===== src/rtl/a10_xcvr_reconfig_arbiter.sv =====
// Round-robin arbiter sharing one Arria 10 reconfig Avalon-MM port between NREQ requesters.
// Optional slave-stall timeout enabled by defining A10_XCVR_RECONFIG_ARB_TIMEOUT_EN.
module a10_xcvr_reconfig_arbiter #(
  parameter int NREQ    = 2,
  parameter int AWIDTH  = 10,
  parameter int TIMEOUT = 4096
) (
  input  logic                   clk,
  input  logic                   reset_n,
  input  logic [NREQ*AWIDTH-1:0] req_address,
  input  logic [NREQ-1:0]        req_write,
  input  logic [NREQ*32-1:0]     req_writedata,
  input  logic [NREQ-1:0]        req_read,
  input  logic [NREQ-1:0]        req_lock,
  output logic [31:0]            req_readdata,
  output logic [NREQ-1:0]        req_waitrequest,
  output logic [NREQ-1:0]        grant,
  output logic [AWIDTH-1:0]      avm_address,
  output logic                   avm_write,
  output logic [31:0]            avm_writedata,
  output logic                   avm_read,
  input  logic [31:0]            avm_readdata,
  input  logic                   avm_waitrequest,
  output logic                   timeout_err
);

  // state    | meaning
  // ST_IDLE  | no owner; pick next pending requester round-robin
  // ST_OWNED | owner_q drives the shared port until release
  localparam logic ST_IDLE  = 1'b0;
  localparam logic ST_OWNED = 1'b1;
  localparam int   IW       = $clog2(NREQ);

  logic          state_q, state_d;
  logic [NREQ-1:0] grant_q, grant_d;
  logic [IW-1:0] owner_q, owner_d;
  logic [IW-1:0] last_q, last_d;
  logic [NREQ-1:0] pend;
  logic          owned, own_pend, own_lock, own_rd, own_wr;
  logic          win_found;
  logic [IW-1:0] win_idx;
  logic          force_done;
  logic          release_own;

  assign pend     = req_read | req_write;
  assign owned    = (state_q == ST_OWNED);
  assign own_pend = pend[owner_q];
  assign own_lock = req_lock[owner_q];
  assign own_rd   = req_read[owner_q];
  assign own_wr   = req_write[owner_q];
  assign grant    = grant_q;

  // Scan starts just past the last owner so nobody wins twice while others wait.
  always_comb begin
    int idx;
    win_found = 1'b0;
    win_idx   = '0;
    for (int k = 1; k <= NREQ; k++) begin
      idx = int'(last_q) + k;
      if (idx >= NREQ) idx = idx - NREQ;
      if (!win_found && pend[IW'(idx)]) begin
        win_found = 1'b1;
        win_idx   = IW'(idx);
      end
    end
  end

  always_comb begin
    avm_address     = '0;
    avm_writedata   = '0;
    avm_write       = 1'b0;
    avm_read        = 1'b0;
    req_waitrequest = '1;
    if (owned) begin
      avm_address   = req_address[owner_q*AWIDTH +: AWIDTH];
      avm_writedata = req_writedata[owner_q*32 +: 32];
      avm_write     = own_wr;
      avm_read      = own_rd & ~own_wr;
      req_waitrequest[owner_q] = avm_waitrequest & ~force_done;
    end
  end

  assign req_readdata = force_done ? 32'hDEAD_BEEF : avm_readdata;
  assign release_own  = force_done | (~own_lock & (~own_pend | ~avm_waitrequest));

  always_comb begin
    state_d = state_q;
    grant_d = grant_q;
    owner_d = owner_q;
    last_d  = last_q;
    if (!owned) begin
      if (win_found) begin
        state_d          = ST_OWNED;
        owner_d          = win_idx;
        grant_d          = '0;
        grant_d[win_idx] = 1'b1;
      end
    end else if (release_own) begin
      state_d = ST_IDLE;
      grant_d = '0;
      last_d  = owner_q;
    end
  end

  always_ff @(posedge clk or negedge reset_n) begin
    if (!reset_n) begin
      state_q <= ST_IDLE;
      grant_q <= '0;
      owner_q <= '0;
      last_q  <= IW'(NREQ - 1);
    end else begin
      state_q <= state_d;
      grant_q <= grant_d;
      owner_q <= owner_d;
      last_q  <= last_d;
    end
  end

`ifdef A10_XCVR_RECONFIG_ARB_TIMEOUT_EN
  localparam int CW = $clog2(TIMEOUT + 1);

  logic [CW-1:0] cnt_q, cnt_d;
  logic          terr_q, terr_d;
  logic          stalled;

  assign stalled     = owned & own_pend & avm_waitrequest;
  // Fires on the TIMEOUT-th consecutive stalled cycle.
  assign force_done  = stalled & (cnt_q == CW'(TIMEOUT - 1));
  assign cnt_d       = (stalled & ~force_done) ? cnt_q + 1'b1 : '0;
  assign terr_d      = terr_q | force_done;
  assign timeout_err = terr_q;

  always_ff @(posedge clk or negedge reset_n) begin
    if (!reset_n) begin
      cnt_q  <= '0;
      terr_q <= 1'b0;
    end else begin
      cnt_q  <= cnt_d;
      terr_q <= terr_d;
    end
  end
`else
  localparam int TIMEOUT_UNUSED = TIMEOUT;

  assign force_done  = 1'b0;
  assign timeout_err = 1'b0;
`endif

endmodule

===== config.mk =====
export PLATFORM = sky130hd
export DESIGN_NAME = a10_xcvr_reconfig_arbiter
export DESIGN_NICKNAME = d
export VERILOG_FILES = /design/src/rtl/a10_xcvr_reconfig_arbiter.sv
export SDC_FILE = /design/constraint.sdc
export NUM_CORES = 1
export LEC_CHECK = 0
export ABC_AREA = 0
export BUFFER_PORTS_ARGS = -buffer_cell sky130_fd_sc_hd__buf_2
export CAP_MARGIN = 0
export CORE_AREA = 2 2 81 83
export CTS_CLUSTER_SIZE = 25
export DETAILED_ROUTE_END_ITERATION = 8
export DIE_AREA = 0 0 83 85
export PLACE_DENSITY = 0.63
export SLEW_MARGIN = 10
export SYNTH_ARGS = -nofsm -noshare
export SYNTH_HDL_FRONTEND = slang
export SYNTH_SLANG_ARGS = --single-unit

===== constraint.sdc =====
create_clock -name clk -period 2.4 [get_ports clk]
set_input_delay 0.48 -clock clk [delete_from_list [all_inputs] [get_ports clk]]
set_output_delay 0.48 -clock clk [all_outputs]
set_load 0.1 [all_outputs]

==> impl_metrics.sql <==
INSERT INTO impl_metrics (metric_group, metric, value, unit) VALUES
('hold_path', 'timing.hold.worst.class', 'primary input to async pin', ''),
('placement', 'dp.final_hpwl', '4010', 'um'),
('detailed_routing', 'drc', '0', ''),
('logic_synthesis', 'post_synth_instance_area', '1290', 'sq um'),
('sta', 'finalSetupViolations', '0', ''),
('global_routing', 'grt_pass1_vias', '1523', ''),
('setup_path', 'reg2reg_from', 'owned', ''),
('global_routing', 'gr-total-overflow', '0', ''),
('logic_synthesis', 'syn_nets', '283', ''),
('setup_path', 'cp_capture_type', 'output pin', ''),
('final_layout', 'final_core_area_utilization', '42.4', '%'),
('setup_path', 'worstRegToRegCells', '4', ''),
('clock_tree', 'cts-htree-levels', '1', ''),
('sta', 'final-max-slew-violation-count', '0', ''),
('clock_tree', 'ctsLongestPathBuffers', '2', ''),
('setup_path', 'cp_max_fo', '28', ''),
('setup_path', 'destination_of_the_worst_register_to_register_timing_path', 'grant[1]', ''),
('clock_tree', 'cts.sink_count', '5', ''),
('setup_path', 'crit_path_start_kind', 'register', ''),
('sta', 'finalCritPeriodShare', '82.1', '%'),
('floorplan', 'std_cell_rows', '29', ''),
('setup_path', 'critical_path_arrival', '1.49', 'ns'),
('sta', 'period_needed', '1.97', 'ns'),
('clock_tree', 'insertion_delay', '0.22', 'ns'),
('clock_tree', 'ctsHoldBuffers', '0', ''),
('logic_synthesis', 'ys_warn_count', '0', ''),
('clock_tree', 'tritoncts_clock_tree', 'yes', ''),
('logic_synthesis', 'yosys_register_bits', '5', ''),
('global_routing', 'grt_antenna_before_repair', '1', ''),
('sta', 'finalSetupTns', '0', 'ns'),
('floorplan', 'start_util', '20.9', '%'),
('logic_synthesis', 'syn-instance-count', '158', ''),
('logic_synthesis', 'synthDistinctLibCells', '24', ''),
('clock_tree', 'clk_root_buffer_cell', 'sky130_fd_sc_hd__clkbuf_8', ''),
('logic_synthesis', 'synth.yosys.seq_area_share', '9.76', '%'),
('global_routing', 'grt_use_total', '12.4', '%'),
('clock_tree', 'tritoncts.num_buffers', '3', ''),
('floorplan', 'ios', '206', ''),
('final_layout', 'drive_above_1_share', '74.0', '%'),
('final_layout', 'diodes', '0', ''),
('detailed_routing', 'detail_route.wirelength', '4580', 'um'),
('sta', 'final-hold-violation-count', '0', ''),
('clock_tree', 'cts_setup_buffers', '0', ''),
('sta', 'maximum_clock_skew_at_final_layout', '0.00370', 'ns'),
('detailed_routing', 'route.detailed.vias_per_inst', '4.33', ''),
('global_routing', 'largest_net_degree_at_the_start_of_global_routing', '29', ''),
('detailed_routing', 'vias', '1469', ''),
('global_routing', 'grt_pass1_wl', '7180', 'um'),
('floorplan', 'die_area', '7060', 'sq um'),
('final_layout', 'layout-area-overhead-vs-synth', '103', '%'),
('placement', 'port_buffers', '140', ''),
('setup_path', 'ff2ff_setup_slack', '1.06', 'ns'),
('logic_synthesis', 'syn_avg_cell_area', '8.20', 'sq um'),
('job', 'max_cap_viol_count', '0', ''),
('placement', 'gpl.final_weighted_congestion', '0.744', ''),
('floorplan', 'die_y', '85', 'um'),
('status', 'run_status', 'complete, no violations', ''),
('final_layout', 'nets', '388', ''),
('detailed_routing', 'drt-pass1-iter-count', '4', ''),
('sta', 'fmax', '508', 'MHz'),
('floorplan', 'die_width', '83', 'um'),
('detailed_routing', 'detail_route.iter0.violations', '16', ''),
('detailed_routing', 'wl_per_cell', '13.5', 'um'),
('setup_path', 'timing.setup.critical_path_class', 'register to output pin', ''),
('detailed_routing', 'antenna_left', '0', ''),
('final_layout', 'layout.filler_cells', '603', ''),
('setup_path', 'worstPathRequired', '1.92', 'ns'),
('floorplan', 'core_region_area', '6200', 'sq um'),
('clock_tree', 'ctsResizeCount', '0', ''),
('clock_tree', 'clk_pin_slew', '0.04', 'ns'),
('sta', 'grt_setup_unrepaired', 'no', '');
==> cells in the mapped netlist (all sizes together) <==
master	instances	area share [%]
dfrtp	4	7.7
dfstp	1	2.0
o21ai	2	0.77
mux2i	43	33
nor3	1	0.39
nand3b	2	1.2
conb	1	0.29
o22ai	1	0.48
and3b	1	0.68
nand2	3	0.87
or3b	2	1.4
nand3	1	0.39
nor2	2	0.58
o21ba	1	0.77
buf	39	23
nor2b	43	21
a22o	1	0.68
a32o	1	0.77
o21bai	1	0.58
a21boi	1	0.58
o21a	1	0.58
clkbuf	5	1.4
a21oi	1	0.39
==> registers in the layout, summed over array words and instances, names as in the netlist <==
register  cells
last_q        1
owned         1
owner_q       1
grant         2
==> worst max-delay path, cell delays in order (launching register included) <==
cell and delay [ns]:
sky130_fd_sc_hd__dfrtp_2 0.42, sky130_fd_sc_hd__buf_12 0.18, sky130_fd_sc_hd__or3b_1 0.36, sky130_fd_sc_hd__buf_2 0.30
==> worst max path at each step <==
| stage | start | to | slack, ns | depth (start not counted) |
|---|---|---|---|---|
| CTS | owner_q | req_waitrequest[0] | 0.41 | 3 |
| global placement | req_write[0] | avm_read | 0.53 | 4 |
| global route | owner_q | avm_writedata[9] | 0.35 | 4 |
| finish | owner_q | req_waitrequest[0] | 0.43 | 3 |
| floorplan | owner_q | avm_read | 0.09 | 4 |
| detailed placement | req_write[0] | avm_read | 0.53 | 4 |
==> kinds of logic after synthesis <==
logic type / count (synthesis) / synth area share [%]
simple gates: 55 / 26.2
flops: 5 / 9.76
other cells: 1 / 0.290
mux: 43 / 33.2
buf+inv: 44 / 24.9
compound gates: 10 / 5.60
==> cell type report <==
type                            count  area (sq um)  area share (%)
Sequential cell                     5           128            4.85
Clock buffer                        4          45.0            1.71
Multi-Input combinational cell    109           957            36.4
Timing Repair Buffer              144          1400            53.4
Tap cell                           77          96.3            3.66
==> metrics by stage <==
| step | cell area (sq um) | setup slack, ns | cells | hold WS, ns |
|---|---|---|---|---|
| after floorplan | 1410 | 0.0912 | 158 | 0.184 |
| after global placement | 2580 | 0.530 | 335 | 0.299 |
| after detailed placement | 2580 | 0.529 | 335 | 0.301 |
| after CTS | 2630 | 0.409 | 339 | 0.0680 |
| after global routing | 2630 | 0.349 | 339 | 0.0748 |
| final | 2630 | 0.430 | 339 | 0.0647 |
==> layout by cell type (no fill, tap or decap), types with 2 or more instances in the layout <==
master	count
sky130_fd_sc_hd__nor2b_2	43
sky130_fd_sc_hd__mux2i_1	43
sky130_fd_sc_hd__buf_4	3
sky130_fd_sc_hd__dfrtp_1	3
sky130_fd_sc_hd__buf_12	45
sky130_fd_sc_hd__o21ai_0	2
sky130_fd_sc_hd__nor2_1	2
sky130_fd_sc_hd__nand3b_1	2
sky130_fd_sc_hd__or3b_1	2
sky130_fd_sc_hd__buf_2	96
sky130_fd_sc_hd__clkbuf_8	3
sky130_fd_sc_hd__nand2_1	3
==> per-layer routing <==
layer | vias to the layer above | GRT usage, % | part of all wire (%)
met2 | 89 | 23.5 | 54
li1 | 702 | - | -
met1 | 654 | 11.6 | 31
met5 | - | 0 | 0.24
met4 | 2 | 7.00 | 3.9
met3 | 22 | 4.18 | 11
Power is left out: the tool's default activity adds up to more than one toggle a clock period on the data nets, which glitch-free logic cannot reach.
